## config.mk

```make
export PLATFORM = sky130hd
export DESIGN_NAME = dcache_write_buffer
export DESIGN_NICKNAME = d
export VERILOG_FILES = /design/src/rtl/wb_pkg.sv /design/src/rtl/wb_block_match.sv /design/src/rtl/dcache_write_buffer.sv
export SDC_FILE = /design/constraint.sdc
export NUM_CORES = 1
export LEC_CHECK = 0
export CAP_MARGIN = 20
export CORE_MARGIN = 10
export CORE_UTILIZATION = 60
export CTS_CLUSTER_SIZE = 14
export DETAILED_ROUTE_END_ITERATION = 16
export DONT_BUFFER_PORTS = 1
export GPL_ROUTABILITY_DRIVEN = 0
export GPL_TIMING_DRIVEN = 0
export PLACE_DENSITY = 0.76
export SLEW_MARGIN = 20
export SYNTH_ARGS = -nofsm -noshare
export SYNTH_HDL_FRONTEND = slang
export SYNTH_SLANG_ARGS = --single-unit
export TNS_END_PERCENT = 30
```

## constraint.sdc

```tcl
create_clock -name clk -period 4.65 [get_ports clk]
set_input_delay 0.465 -clock clk [delete_from_list [all_inputs] [get_ports clk]]
set_output_delay 0.465 -clock clk [all_outputs]
set_load 0.01 [all_outputs]
```

## src/rtl/wb_pkg.sv

```systemverilog
// wb_pkg: shared defaults for the D-cache posted-store write buffer.
package wb_pkg;
    localparam int WB_DEPTH   = 4;
    localparam int WB_ADDR_W  = 16;
    localparam int WB_DATA_W  = 16;
    localparam int WB_BLK_LSB = 4;
    localparam int WB_PTR_W   = $clog2(WB_DEPTH);
endpackage

```

## src/rtl/wb_block_match.sv

```systemverilog
// wb_block_match: flags any valid entry sharing the checked address's cache block.
module wb_block_match #(
    parameter int DEPTH   = 4,
    parameter int ADDR_W  = 16,
    parameter int BLK_LSB = 4
) (
    input  logic [DEPTH-1:0][ADDR_W-1:0] addrs,
    input  logic [DEPTH-1:0]             valid,
    input  logic [ADDR_W-1:0]            chk_addr,
    output logic                         hit
);
    always_comb begin
        hit = 1'b0;
        for (int i = 0; i < DEPTH; i++)
            hit = hit | (valid[i] & (addrs[i][ADDR_W-1:BLK_LSB] == chk_addr[ADDR_W-1:BLK_LSB]));
    end
endmodule

```

## src/rtl/dcache_write_buffer.sv

```systemverilog
// dcache_write_buffer: in-order posted-store FIFO between a write-through D-cache and memory,
// merging back-to-back stores to the same word and exposing a block match for miss fills.
module dcache_write_buffer
    import wb_pkg::*;
#(
    parameter int DEPTH   = WB_DEPTH,
    parameter int ADDR_W  = WB_ADDR_W,
    parameter int DATA_W  = WB_DATA_W,
    parameter int BLK_LSB = WB_BLK_LSB,
    localparam int PTR_W  = $clog2(DEPTH),
    localparam int CNT_W  = PTR_W + 1
) (
    input  logic              clk,
    input  logic              rst_n,
    input  logic              st_valid,
    input  logic [ADDR_W-1:0] st_addr,
    input  logic [DATA_W-1:0] st_data,
    output logic              st_stall,
    output logic              mem_wr_req,
    output logic [ADDR_W-1:0] mem_wr_addr,
    output logic [DATA_W-1:0] mem_wr_data,
    input  logic              mem_wr_ack,
    input  logic              fill_busy,
    input  logic [ADDR_W-1:0] chk_addr,
    output logic              chk_hit,
    output logic              empty,
    output logic [CNT_W-1:0]  count
);
    logic [ADDR_W-1:0]             addr_q [DEPTH];
    logic [DATA_W-1:0]             data_q [DEPTH];
    logic [PTR_W-1:0]              rd_ptr, wr_ptr, yng;
    logic [DEPTH-1:0][ADDR_W-1:0]  addr_v;
    logic [DEPTH-1:0]              valid;
    logic                          full, push, pop, merge, append;

    assign full        = count == CNT_W'(DEPTH);
    assign empty       = count == '0;
    assign st_stall    = full & st_valid;
    assign mem_wr_req  = ~empty & ~fill_busy;
    assign mem_wr_addr = empty ? '0 : addr_q[rd_ptr];
    assign mem_wr_data = empty ? '0 : data_q[rd_ptr];
    assign pop         = mem_wr_req & mem_wr_ack;
    assign push        = st_valid & ~full;
    assign yng         = wr_ptr - 1'b1;
    // The youngest entry is only unmergeable when it is also the head leaving this cycle.
    assign merge       = push & ~empty & (addr_q[yng][ADDR_W-1:1] == st_addr[ADDR_W-1:1])
                       & ~(pop & (count == CNT_W'(1)));
    assign append      = push & ~merge;

    genvar i;
    generate
        for (i = 0; i < DEPTH; i++) begin : g_valid
            assign valid[i]  = CNT_W'(PTR_W'(PTR_W'(i) - rd_ptr)) < count;
            assign addr_v[i] = addr_q[i];
        end
    endgenerate

    wb_block_match #(.DEPTH(DEPTH), .ADDR_W(ADDR_W), .BLK_LSB(BLK_LSB)) u_match (
        .addrs(addr_v), .valid(valid), .chk_addr(chk_addr), .hit(chk_hit)
    );

    always_ff @(posedge clk or negedge rst_n) begin
        if (!rst_n) begin
            for (int k = 0; k < DEPTH; k++) begin
                addr_q[k] <= '0;
                data_q[k] <= '0;
            end
            rd_ptr <= '0;
            wr_ptr <= '0;
            count  <= '0;
        end else begin
            if (append) begin
                addr_q[wr_ptr] <= {st_addr[ADDR_W-1:1], 1'b0};
                data_q[wr_ptr] <= st_data;
                wr_ptr         <= wr_ptr + 1'b1;
            end else if (merge) begin
                data_q[yng] <= st_data;
            end
            if (pop) rd_ptr <= rd_ptr + 1'b1;
            count <= count + CNT_W'(append) - CNT_W'(pop);
        end
    end
endmodule

```

==> impl_metrics.tcl <==
set metrics [dict create \
    ant_nets 0 \
    ir_drop_uv 476 \
    drtPass1Iterations 4 \
    die_y_um 130 \
    numPlacedInstances 648 \
    reg2reg_depth 19 \
    io_pins 92 \
    drv_cap 0 \
    die-area_sq_mm 0.0168 \
    crit_top_cell "clkbuf_1" \
    nFillCells 769 \
    finalCriticalPeriod_ps 4410 \
    rr_startpoint "wr_ptr[0]" \
    yosysTopAreaCellShare_pct 45.5 \
    worst_ep_required_time_ps 4180 \
    grt_max_degree 132 \
    crit_path_end_kind "output port" \
    synth-seq-area-share_pct 45.5 \
    ys_seq_elements 131 \
    cts.clk_slew.worst_paths_ps 60 \
    drv_slew 0 \
    synth_top_cell_by_area "dfrtp_1" \
    post-route-util_pct 69.8 \
    p_comb_share_pct 48.0 \
    setup_viol 0 \
    synth_top_flop_cell "dfrtp_1" \
    min_period_over_period_pct 94.9 \
    slowest_delay_ps 740 \
    syn_area_sq_mm 0.00720 \
    p_seq_share_pct 32.3 \
    cts_buffer_depth 2 \
    crit_type "reg -> out" \
    critical_path_buf_inv_count 4 \
    core_area_sq_mm 0.0116 \
    status "finished, final reports clean" \
    io_buffers 0 \
    setup_slack_ps 239 \
    rr_endpoint "count[2]" \
    diodes 0 \
    syn2layout_area_growth_pct 12.1 \
    numCtsBuffers 17 \
    hold_slack_ps 2.69 \
    fp.dieW_um 130 \
    pre_cts_ws_ps -848 \
    clk-insertion-delay-late_ps 420 \
    power_density_mw_per_mm2 852 \
    clockRootBuffer "clkbuf_16" \
    hpwlAfterDp_um 12200 \
    slowest_stage "buf_1" \
    tns_ps 0 \
    h-tree-depth 4 \
    synthDistinctLibCells 31 \
    reg2reg_setup_slack_ps 290 \
    crit_fanout 10 \
    start_kind "flop" \
    switchingPower_mw 2.51 \
    grt_overflow 0 \
    p_clk_share_pct 19.8 \
    worst_slew_pin_slew_ps 1190 \
    async_flop_share_pct 100 \
    grt_pass1_wl_um 27500 \
    cts_tree "done" \
    start_util_pct 62.3 \
    synth_edf_count 0 \
    hold_violations 0 \
    synthTopCellsByArea "dfrtp_1 (46%), mux2_2 (20%), mux4_2 (14%)" \
    fmax_ghz 0.227 \
    drtIter0Drc 344 \
    grt_pass1_vias 4792 \
    drc 0 \
    numClockSinks 131 \
    internal_power_mw 4.36 \
    final_nets 592 \
    crit_chain "clkbuf_1, buf_1, clkbuf_1, xor2_1, inv_1, ha_1, a21oi_1, o211ai_1, o21ai_0, or3_1" \
    rows 39 \
    rsz0062_at_grt "yes" \
    hold_class "in -> async" \
    skew_ps 6.07 \
    p_leak_nw 3.26 \
    switching_share_pct 36.5 \
    relSlewSlack_pct 20.3 \
    synth_fp_nets 571 \
    wire_per_inst_um 25.6 \
    crit_arrival_ps 3950 \
    num_vias 4348 \
    antenna_found_initial 0 \
    drive_gt1_share_pct 41.2 \
    drt-vias-per-instance 6.38 \
    syn_area_per_cell_sq_um 14.3 \
    syn_inst 505 \
    wl_um 17400 \
    grtUsageTotal_pct 22.0 \
    ys_warn_count 0 \
    fin_cells 682 \
    critPathTopFamily "buffers and inverters" \
]
[registers in the layout (all words and copies together), names as in the netlist]
name / cells
data_q: 64
wr_ptr: 2
rd_ptr: 2
count: 3
addr_q: 60
[through the flow]
stage | power, mW | instance area [sq um]
3_3_place_gp | 5.36 | 7380
2_1_floorplan | 4.71 | 7200
4_1_cts | 6.92 | 8070
6_report | 6.87 | 8070
3_5_place_dp | 5.49 | 7380
5_1_grt | 7.28 | 8070
[layout by cell type (no fill, tap or decap), types with 2 or more instances in the layout]
master	count
nand2b_1	2
buf_4	2
clkbuf_8	4
nor2b_1	32
dfrtp_1	131
nor2_1	7
nand2_1	8
buf_1	2
clkinv_4	2
mux2_2	125
bufinv_16	2
clkbuf_1	11
nand4_1	9
o21ai_0	3
clkbuf_2	5
nor4_1	7
ha_1	12
buf_6	6
xnor2_1	39
mux2i_2	3
inv_6	2
nor3_1	3
xor2_1	30
mux4_2	46
a21oi_1	4
clkbuf_16	17
clkinvlp_4	3
inv_1	8
[synthesized netlist by cell type, types with 7 or more instances]
cell,count
nor4_1,7
nor2_1,7
nor2b_1,32
ha_1,12
dfrtp_1,131
clkbuf_1,15
mux2_2,125
xor2_1,30
nand4_1,9
nand2_1,8
xnor2_1,39
inv_1,8
mux4_2,46
[power groups by stage]
| stage | clock, mW | combinational [mW] | sequential [mW] |
|---|---|---|---|
| detailed placement | 0 | 3.27 | 2.22 |
| global route | 1.42 | 3.55 | 2.30 |
| finish | 1.36 | 3.30 | 2.22 |
| floorplan | 0 | 2.64 | 2.07 |
| global placement | 0 | 3.19 | 2.16 |
| CTS | 1.38 | 3.33 | 2.21 |
[layer usage]
metal	global-route usage (%)	vias to the layer above	share of wire, %
met4	9.99	0	3.4
met5	0	-	0
li1	-	1890	-
met1	25.0	2249	38
met3	9.01	40	9.9
met2	35.7	169	49
[how the worst max path moves through the flow]
stage          startpoint          to  slack (ps)  cells after the start
2_1_floorplan   wr_ptr[0]    count[2]         480                     18
3_3_place_gp    wr_ptr[0]  data_q[12]        -850                     13
3_5_place_dp    wr_ptr[0]   data_q[9]        -850                     13
4_1_cts         rd_ptr[0]     chk_hit         140                     10
5_1_grt         rd_ptr[1]     chk_hit         -20                     10
6_report        rd_ptr[1]     chk_hit         240                     10
[kinds of logic after synthesis]
| logic type | Yosys count | share of synthesized area (%) |
|---|---|---|
| buf+inv | 33 | 2.35 |
| flops | 131 | 45.5 |
| fa+ha+maj | 13 | 2.36 |
| xor+xnor | 69 | 8.39 |
| mux | 175 | 34.5 |
| other cells | 1 | 0.0521 |
| simple gates | 72 | 5.89 |
| compound gates | 11 | 0.938 |
[area by class of cell]
type | count | area, sq um | area share (%)
Buffer | 25 | 153 | 1.89
Clock buffer | 22 | 484 | 6.00
Clock inverter | 10 | 123 | 1.52
Inverter | 8 | 30.0 | 0.372
Multi-Input combinational cell | 341 | 3780 | 46.8
Sequential cell | 131 | 3280 | 40.6
Tap cell | 143 | 179 | 2.22
Timing Repair Buffer | 2 | 47.5 | 0.589
[timing repair]
action,4_1_cts,5_1_grt
hold buffers,1,0
endpoints found under the hold margin,131,0
buffers inserted,1,0
endpoints found under the setup margin,127,32
resized for setup,11,4
pin swaps,1,0
Power figures use the tool's default switching activity.
